$ cat src/rtl/warp_pkg.sv
// warp_pkg
//   Constants and helpers shared across the CPLD top level.
//   Refresh constants describe a 15 us refresh slot at 25 MHz and the debt
//   thresholds used by refresh_scheduler.
//   demandOf() classifies a refresh debt value into a demand state.
package warp_pkg;

   localparam int REF_PERIOD_25M  = 375;
   localparam int REF_URGENT_DEBT = 2;
   localparam int REF_MAX_DEBT    = 7;
   localparam int DEBT_W          = 4;

   typedef enum logic [1:0] {
      DEMAND_IDLE,   // nothing owed
      DEMAND_PEND,   // owed, but RAM accesses may still go first
      DEMAND_URG,    // owed enough that refresh must preempt RAM accesses
      DEMAND_SAT     // debt saturated; a further slot is an overrun
   } demandState_t;

   function automatic demandState_t demandOf(input logic [DEBT_W-1:0] debt,
                                             input int urgentDebt,
                                             input int maxDebt);
      demandState_t st;
      if (int'(debt) == 0)                st = DEMAND_IDLE;
      else if (int'(debt) >= maxDebt)     st = DEMAND_SAT;
      else if (int'(debt) >= urgentDebt)  st = DEMAND_URG;
      else                                st = DEMAND_PEND;
      return st;
   endfunction

endpackage

$ cat src/rtl/refresh_timer.sv
// refresh_timer
//   Free-running slot timer: a 12-bit down-counter that reloads to PERIOD-1
//   and flags a slot event T in the cycle it sits at zero while enabled.
//   With En low the count is frozen, so a slot is only delayed, never lost.
// Ports:
//   CLK  - system clock
//   nRST - asynchronous active-low reset (count returns to PERIOD-1)
//   En   - count enable
//   T    - slot event, combinational, high for the one enabled cycle at zero
module refresh_timer #(
   parameter int PERIOD = 375
) (
   input  logic CLK,
   input  logic nRST,
   input  logic En,
   output logic T
);

   localparam logic [11:0] RELOAD = 12'(PERIOD - 1);

   logic [11:0] countReg;

   always_ff @(posedge CLK or negedge nRST) begin
      if (!nRST) begin
         countReg <= RELOAD;
      end else if (En) begin
         if (countReg == 12'd0)
            countReg <= RELOAD;
         else
            countReg <= countReg - 12'd1;
      end
   end

   // Reload-from-zero makes the slot spacing exactly PERIOD enabled clocks.
   assign T = En && (countReg == 12'd0);

endmodule

$ cat src/rtl/refresh_scheduler.sv
// refresh_scheduler
//   Turns a fixed-period refresh timer into refresh demand for the RAM
//   controller. Each elapsed slot adds one refresh to a saturating debt;
//   each refresh performed by the controller (one RefAck high run) retires
//   one. The demand outputs are derived from that debt.
// Ports:
//   CLK       - system clock
//   nRST      - asynchronous active-low reset
//   En        - timer enable (acks still retire debt while low)
//   RefAck    - high while the controller drives refresh RAS
//   RefReq    - registered, debt != 0
//   RefUrgent - registered, debt >= URGENT_DEBT
//   Debt      - registered current debt
//   Tick      - registered one-cycle pulse per elapsed slot
//   Overrun   - sticky: a slot elapsed with debt already at MAX_DEBT
module refresh_scheduler
   import warp_pkg::*;
#(
   parameter int PERIOD      = REF_PERIOD_25M,
   parameter int URGENT_DEBT = REF_URGENT_DEBT,
   parameter int MAX_DEBT    = REF_MAX_DEBT
) (
   input  logic              CLK,
   input  logic              nRST,
   input  logic              En,
   input  logic              RefAck,
   output logic              RefReq,
   output logic              RefUrgent,
   output logic [DEBT_W-1:0] Debt,
   output logic              Tick,
   output logic              Overrun
);

   localparam logic [DEBT_W-1:0] MAX_D = DEBT_W'(MAX_DEBT);

   logic              slotT;
   logic              refAckr;
   logic              ackA;
   logic [DEBT_W-1:0] debtNext;
   logic              overrunNext;
   demandState_t      demandNext;

   refresh_timer #(
      .PERIOD (PERIOD)
   ) uTimer (
      .CLK  (CLK),
      .nRST (nRST),
      .En   (En),
      .T    (slotT)
   );

   // Rising edge of RefAck: a multi-cycle RAS run retires only one refresh.
   // refAckr resets to 0, so an ack already high at reset release counts once.
   assign ackA = RefAck && !refAckr;

   always_comb begin
      debtNext    = Debt;
      overrunNext = Overrun;
      if (slotT && !ackA) begin
         if (Debt < MAX_D)
            debtNext = Debt + 4'd1;
         else
            overrunNext = 1'b1;
      end else if (ackA && !slotT) begin
         // An ack with nothing owed is ignored rather than flagged.
         if (Debt != '0)
            debtNext = Debt - 4'd1;
      end
      // Slot and ack together cancel; no overrun even when saturated.
      demandNext = demandOf(debtNext, URGENT_DEBT, MAX_DEBT);
   end

   // Demand outputs come from the next-state debt so they never lag Debt.
   always_ff @(posedge CLK or negedge nRST) begin
      if (!nRST) begin
         refAckr   <= 1'b0;
         Debt      <= '0;
         Overrun   <= 1'b0;
         Tick      <= 1'b0;
         RefReq    <= 1'b0;
         RefUrgent <= 1'b0;
      end else begin
         refAckr   <= RefAck;
         Debt      <= debtNext;
         Overrun   <= overrunNext;
         Tick      <= slotT;
         RefReq    <= (demandNext != DEMAND_IDLE);
         RefUrgent <= (demandNext == DEMAND_URG) || (demandNext == DEMAND_SAT);
      end
   end

endmodule

$ cat config.mk
export PLATFORM = sky130hd
export DESIGN_NAME = refresh_scheduler
export DESIGN_NICKNAME = d
export VERILOG_FILES = /design/src/rtl/warp_pkg.sv /design/src/rtl/refresh_timer.sv /design/src/rtl/refresh_scheduler.sv
export SDC_FILE = /design/constraint.sdc
export NUM_CORES = 1
export LEC_CHECK = 0
export CAP_MARGIN = 10
export CORE_MARGIN = 4
export CORE_UTILIZATION = 54
export DETAILED_ROUTE_END_ITERATION = 7
export GPL_ROUTABILITY_DRIVEN = 0
export PLACE_DENSITY = 0.77
export SKIP_CTS_REPAIR_TIMING = 1
export SYNTH_ARGS = -nofsm -noshare
export SYNTH_HDL_FRONTEND = slang
export SYNTH_SLANG_ARGS = --single-unit
$ cat constraint.sdc
create_clock -name CLK -period 2.7 [get_ports CLK]
set_input_delay 0.54 -clock CLK [delete_from_list [all_inputs] [get_ports CLK]]
set_output_delay 0.54 -clock CLK [all_outputs]
set_load 0.01 [all_outputs]
# --- After elaboration in Yosys (flattened, before gate mapping) ---
# Cells that the tools add are included.
word_totals:
  ff_bits: 21
  latchBits: 0
  ram_bits: 0
  mem_bits_ro: 0
  inputBits: 4
  out_inout_bits: 8
  elab_cells: 37
  memories: 0
op_classes:
  n_addsub: 3
  multipliers: 0
  n_div: 0
  n_lt_le_gt_ge: 3
  eq_ne: 2
  shift: 0
  mux: 8
  n_bitwise: 1
  n_reduce_logical: 13
op_table:
  columns: ["cell", "count"]
  rows:
  - ["4-bit two-way mux", 4]
  - ["12-bit zero test", 1]
  - ["12-bit two-way mux", 1]
  - ["12-bit by 1-bit subtractor with 12-bit output (second input constant)", 1]
  - ["2-bit two-way mux", 3]
  - ["4-bit by 1-bit adder with 4-bit output (second input constant)", 1]
  - ["2-bit equality test (second input constant)", 2]
  - ["4-bit by 2-bit greater-or-equal comparator with 1-bit output (second input constant)", 1]
  - ["4-bit by 3-bit greater-or-equal comparator with 1-bit output (second input constant)", 1]
  - ["1-bit logical AND", 4]
  - ["4-bit zero test", 1]
  - ["4-bit by 3-bit < comparator with 1-bit output (second input constant)", 1]
  - ["4-bit nonzero test", 1]
  - ["4-bit by 1-bit subtractor with 4-bit output (second input constant)", 1]
  - ["1-bit zero test", 3]
  - ["2-bit AND reduction", 1]
  - ["2-bit nonzero test", 1]
  - ["1-bit logical OR", 1]
  - ["1-bit inverter", 1]

# --- Longest topological paths before layout ---
depth:
  word_depth: 12
  mapped_depth: 9

# --- Hierarchy ---
# Synthesis repeated with hierarchy kept, for this count alone.
unflattened:
  hier_cells: 110
  area_unflattened_um2: 1161.1
modules_own_cells:
  columns: ["module", "instances", "cells_each", "area_per_inst_um2", "seq_area_each_um2"]
  rows:
  - ["refresh_timer", 1, 65, 705.7, 307.8]
  - ["refresh_scheduler", 1, 45, 455.4, 225.2]

# --- Worst setup path before layout ---
# No wires, ideal clock.
synth_timing:
  path_type: "reg2reg"
  from: "register uTimer.countReg[8]"
  to: "register RefReq"
  setup_time_ns: 0.141
  arrival_time_ns: 2.153
  required_ns: 2.559
  slack_ns: 0.407
  stages_incl_launch_ff: 8
  n_path_buf: 1
  period_less_slack_ns: 2.293
  path_cell_list: "dfstp_2 or4_4 or4_4 buf_6 clkinv_8 mux2_4 xnor2_1 nand4_1"
synth_via:
  elab_chain_len: 11
  word_cells_on_any_way: 14
synth_rtl:
  columns: ["element", "line_no", "text"]
  rows:
  - ["from (decl)", "refresh_timer.sv:21", "logic [11:0] countReg;"]
  - ["from (signal assigned)", "refresh_timer.sv:30", "countReg <= countReg - 12'd1;"]
  - ["12-bit zero test *", "refresh_timer.sv:35", "assign T = En && (countReg == 12'd0);"]
  - ["1-bit logical AND *", "refresh_timer.sv:35", null]
  - ["named net slotT", "refresh_scheduler.sv:36", "logic slotT;"]
  - ["1-bit zero test", "refresh_scheduler.sv:64", "end else if (ackA && !slotT) begin"]
  - ["1-bit logical AND", "refresh_scheduler.sv:64", null]
  - ["4-bit two-way mux", "refresh_scheduler.sv:64", null]
  - ["4-bit two-way mux *", "refresh_scheduler.sv:59", "if (slotT && !ackA) begin"]
  - ["4-bit by 2-bit greater-or-equal comparator with 1-bit output", "warp_pkg.sv:26", "else if (int'(debt) >= urgentDebt) st = DEMAND_URG;"]
  - ["2-bit two-way mux", "warp_pkg.sv:26", null]
  - ["2-bit two-way mux", "warp_pkg.sv:25", "else if (int'(debt) >= maxDebt) st = DEMAND_SAT;"]
  - ["2-bit two-way mux *", "warp_pkg.sv:24", "if (int'(debt) == 0) st = DEMAND_IDLE;"]
  - ["2-bit nonzero test *", "refresh_scheduler.sv:87", "RefReq <= (demandNext != DEMAND_IDLE);"]
  - ["to (signal assigned)", "refresh_scheduler.sv:87", null]
  - ["to (decl)", "refresh_scheduler.sv:27", "output logic RefReq,"]
# The timed path passes the listed nets; every way through them passes the cells marked *.
# A chain may end at the register's enable or synchronous reset.

# --- Worst setup path after layout ---
layout_timing:
  from: "register uTimer.countReg[7]"
  to: "register RefReq"
# The elaborated chain is that of the path after synthesis.

==> impl_metrics.tcl <==
set metrics [dict create \
    pin_count 12 \
    finClkSkew_ps 11.4 \
    finalCritPeriodShare_pct 88.6 \
    p_sw_w 0.000494 \
    tns_ps 0 \
    synthToLayoutAreaGrowth_pct 15.6 \
    numCtsBuffers 3 \
    yosys.area_share.adder_pct 4.41 \
    ir_drop_mv 0.654 \
    postSynthCellCount 111 \
    fillers 146 \
    yosysUniqueCellTypes 38 \
    multi_input_area_um2 534 \
    grt_usage_pct 16.3 \
    viasPerCell 5.57 \
    cp-end-kind "register" \
    finalCriticalPeriod_ps 2390 \
    place_ws_ps 263 \
    die-width_um 53.9 \
    timing.final.ws_setup_ps 307 \
    slew_headroom_pct 74.8 \
    postRouteWirelength_mm 2.05 \
    hold_viol_final 0 \
    drv_cap 0 \
    synth_top_family_by_area "simple AND/OR/NAND/NOR gates" \
    critPathMaxFanout 7 \
    fmax_mhz 418 \
    grt_pass1_vias 812 \
    syn_area_per_cell_um2 10.2 \
    synthMuxAreaShare_pct 2.31 \
    clkTransAtPathRegs_ps 120 \
    synth_nets 119 \
    place_hpwl_mm 1.53 \
    remaining_drc_errors 0 \
    via_count 858 \
    power_density_nw_per_um2 997 \
    clkPwrFrac_pct 11.4 \
    drt-initial-drc-count 13 \
    ys_ff_latch 21 \
    hold_class "reg -> reg" \
    clk_latency_ps 300 \
    synth-compound-area-share_pct 12.4 \
    critPathLaunchType "register" \
    die_h_um 53.9 \
    status "complete, no violations" \
    p_seq_share_pct 46.6 \
    rsz0062_at_grt "false" \
    ys.warnings.count 0 \
    final_nets 136 \
    clk_path_buf_depth 2 \
    grt_max_degree 22 \
    die_area_um2 2900 \
    core_um2 1980 \
    diodes 0 \
    required_ps 2860 \
    globalRouteOverflowTotal 0 \
    ant_nets 0 \
    initial_core_util_pct 57.3 \
    netSwitchingFraction_pct 37.7 \
    slew_violations 0 \
    wl_per_cell_um 13.3 \
    synthSimpleGateAreaFrac_pct 23.2 \
    seqCellArea_um2 533 \
    path_class "reg -> reg" \
    drtPass1Iterations 4 \
    worstMarginPinSlew_ps 374 \
    synthXorXnorAreaFrac_pct 4.63 \
    grt_first_pass_wirelength_mm 3.44 \
    cts_tree "yes" \
    cts_root_buf "clkbuf_4" \
    p_int_w 0.000815 \
    critPathArrivalTime_ps 2560 \
    h-tree-depth 1 \
    drive_gt1_share_pct 18.1 \
    clock_sinks 21 \
    ys_seq_area_share_pct 46.9 \
    leakagePower_nw 0.583 \
    syn_area_um2 1140 \
    setup_viol 0 \
    num_rows 16 \
    portBuffers 11 \
    combPwrFrac_pct 42.0 \
    antenna_found_initial 0 \
]
synthesized netlist by cell type (all sizes together):
cell type | instances | area share (%)
clkinv | 1 | 1.4
nor3b | 1 | 0.66
nand2b | 4 | 2.2
and2 | 1 | 0.55
nand4 | 1 | 0.55
ha | 4 | 4.4
a31oi | 1 | 0.55
nand2 | 7 | 2.3
nor2 | 7 | 2.3
a21o | 3 | 2.1
o21ai | 7 | 3.1
nor4 | 5 | 2.8
nor3 | 6 | 3.1
dfstp | 6 | 14
a221oi | 2 | 2.1
clkbuf | 1 | 0.33
and4 | 1 | 0.77
mux2 | 2 | 2.3
inv | 10 | 3.3
buf | 1 | 0.99
nand3 | 4 | 1.8
dfrtp | 15 | 33
a31o | 2 | 1.5
nor2b | 1 | 0.55
nand4b | 2 | 1.5
o22ai | 1 | 0.55
xnor2 | 6 | 4.6
or4 | 3 | 3.0
o22a | 1 | 0.77
or3 | 1 | 0.55
a21oi | 1 | 0.44
o21a | 1 | 0.66
o31ai | 1 | 0.66
nand3b | 1 | 0.66
kinds of logic after synthesis:
kind of cell | count (synthesis)
xor gates and xnor gates | 6
and+or+nand+nor | 45
buffers and inverters | 13
adders and majority gates | 4
DFF | 21
muxes | 2
AOI/OAI and AO/OA | 20
sequential cells by signal, summed over array words and instances, names as in the netlist:
| name | count |
|---|---|
| uTimer.countReg | 12 |
| Tick | 1 |
| refAckr | 1 |
| RefUrgent | 1 |
| Debt | 4 |
| RefReq | 1 |
| Overrun | 1 |
routing by layer:
metal  wire, µm  track usage (%)  share of wire, %
met1        954             21.1                47
met2        952             26.2                47
met3         97             3.32               4.7
met4         41             7.23               2.0
met5          0                0                 0
cell usage in the layout (no fill, tap or decap), drive strengths merged, types with 2 or more instances in the layout:
master,count
inv,10
a31o,2
nor4,5
dfrtp,15
or4,3
buf,3
nand4b,2
clkbuf,4
xnor2,6
nor2,7
nor3,6
dfstp,6
nand2b,4
nand2,7
ha,4
mux2,2
clkdlybuf4s50,11
a221oi,2
nand3,4
a21o,3
o21ai,7
per-stage QoR:
step	hold WS, ps	total power (W)	cell area (µm²)	instances	utilization, %
2_1_floorplan	244	0.000970	1140	111	-
3_3_place_gp	466	0.00114	1290	150	65.0
3_5_place_dp	466	0.00116	1290	150	65.0
4_1_cts	491	0.00132	1310	154	66.3
5_1_grt	518	0.00142	1310	154	66.3
6_report	487	0.00131	1310	154	66.3
area by class of cell:
| class | count | share of cell area, % |
|---|---|---|
| Multi-Input combinational cell | 77 | 40.7 |
| Timing Repair Buffer | 14 | 10.1 |
| Clock buffer | 4 | 2.00 |
| Inverter | 11 | 4.10 |
| Tap cell | 27 | 2.57 |
| Sequential cell | 21 | 40.6 |
worst paths after layout:
check,startpoint,end,slack [ps],cells past startpoint
min in group asynchronous,nRST,uTimer.countReg[11],560,2
max,uTimer.countReg[7],RefReq,310,6
min,Overrun,Overrun,490,1
min reg2reg,Overrun,Overrun,490,1
max reg2reg,uTimer.countReg[7],RefReq,310,6
max in group asynchronous,nRST,uTimer.countReg[8],1860,2
power groups by stage:
stage	clock network, W	logic (W)	registers [W]
3_3_place_gp	0	0.000536	0.000605
2_1_floorplan	0	0.000366	0.000604
6_report	0.000149	0.000551	0.000610
4_1_cts	0.000152	0.000558	0.000606
5_1_grt	0.000166	0.000627	0.000629
3_5_place_dp	0	0.000552	0.000612
worst max-delay path, stage by stage, from the launching register on:
cell and delay, ps:
dfrtp_1 440, or4_4 520, or4_4 620, clkinv_8 90, mux2_4 300, xnor2_1 180, nand4_1 110
Note: power is estimated with default switching activity, not from simulation.
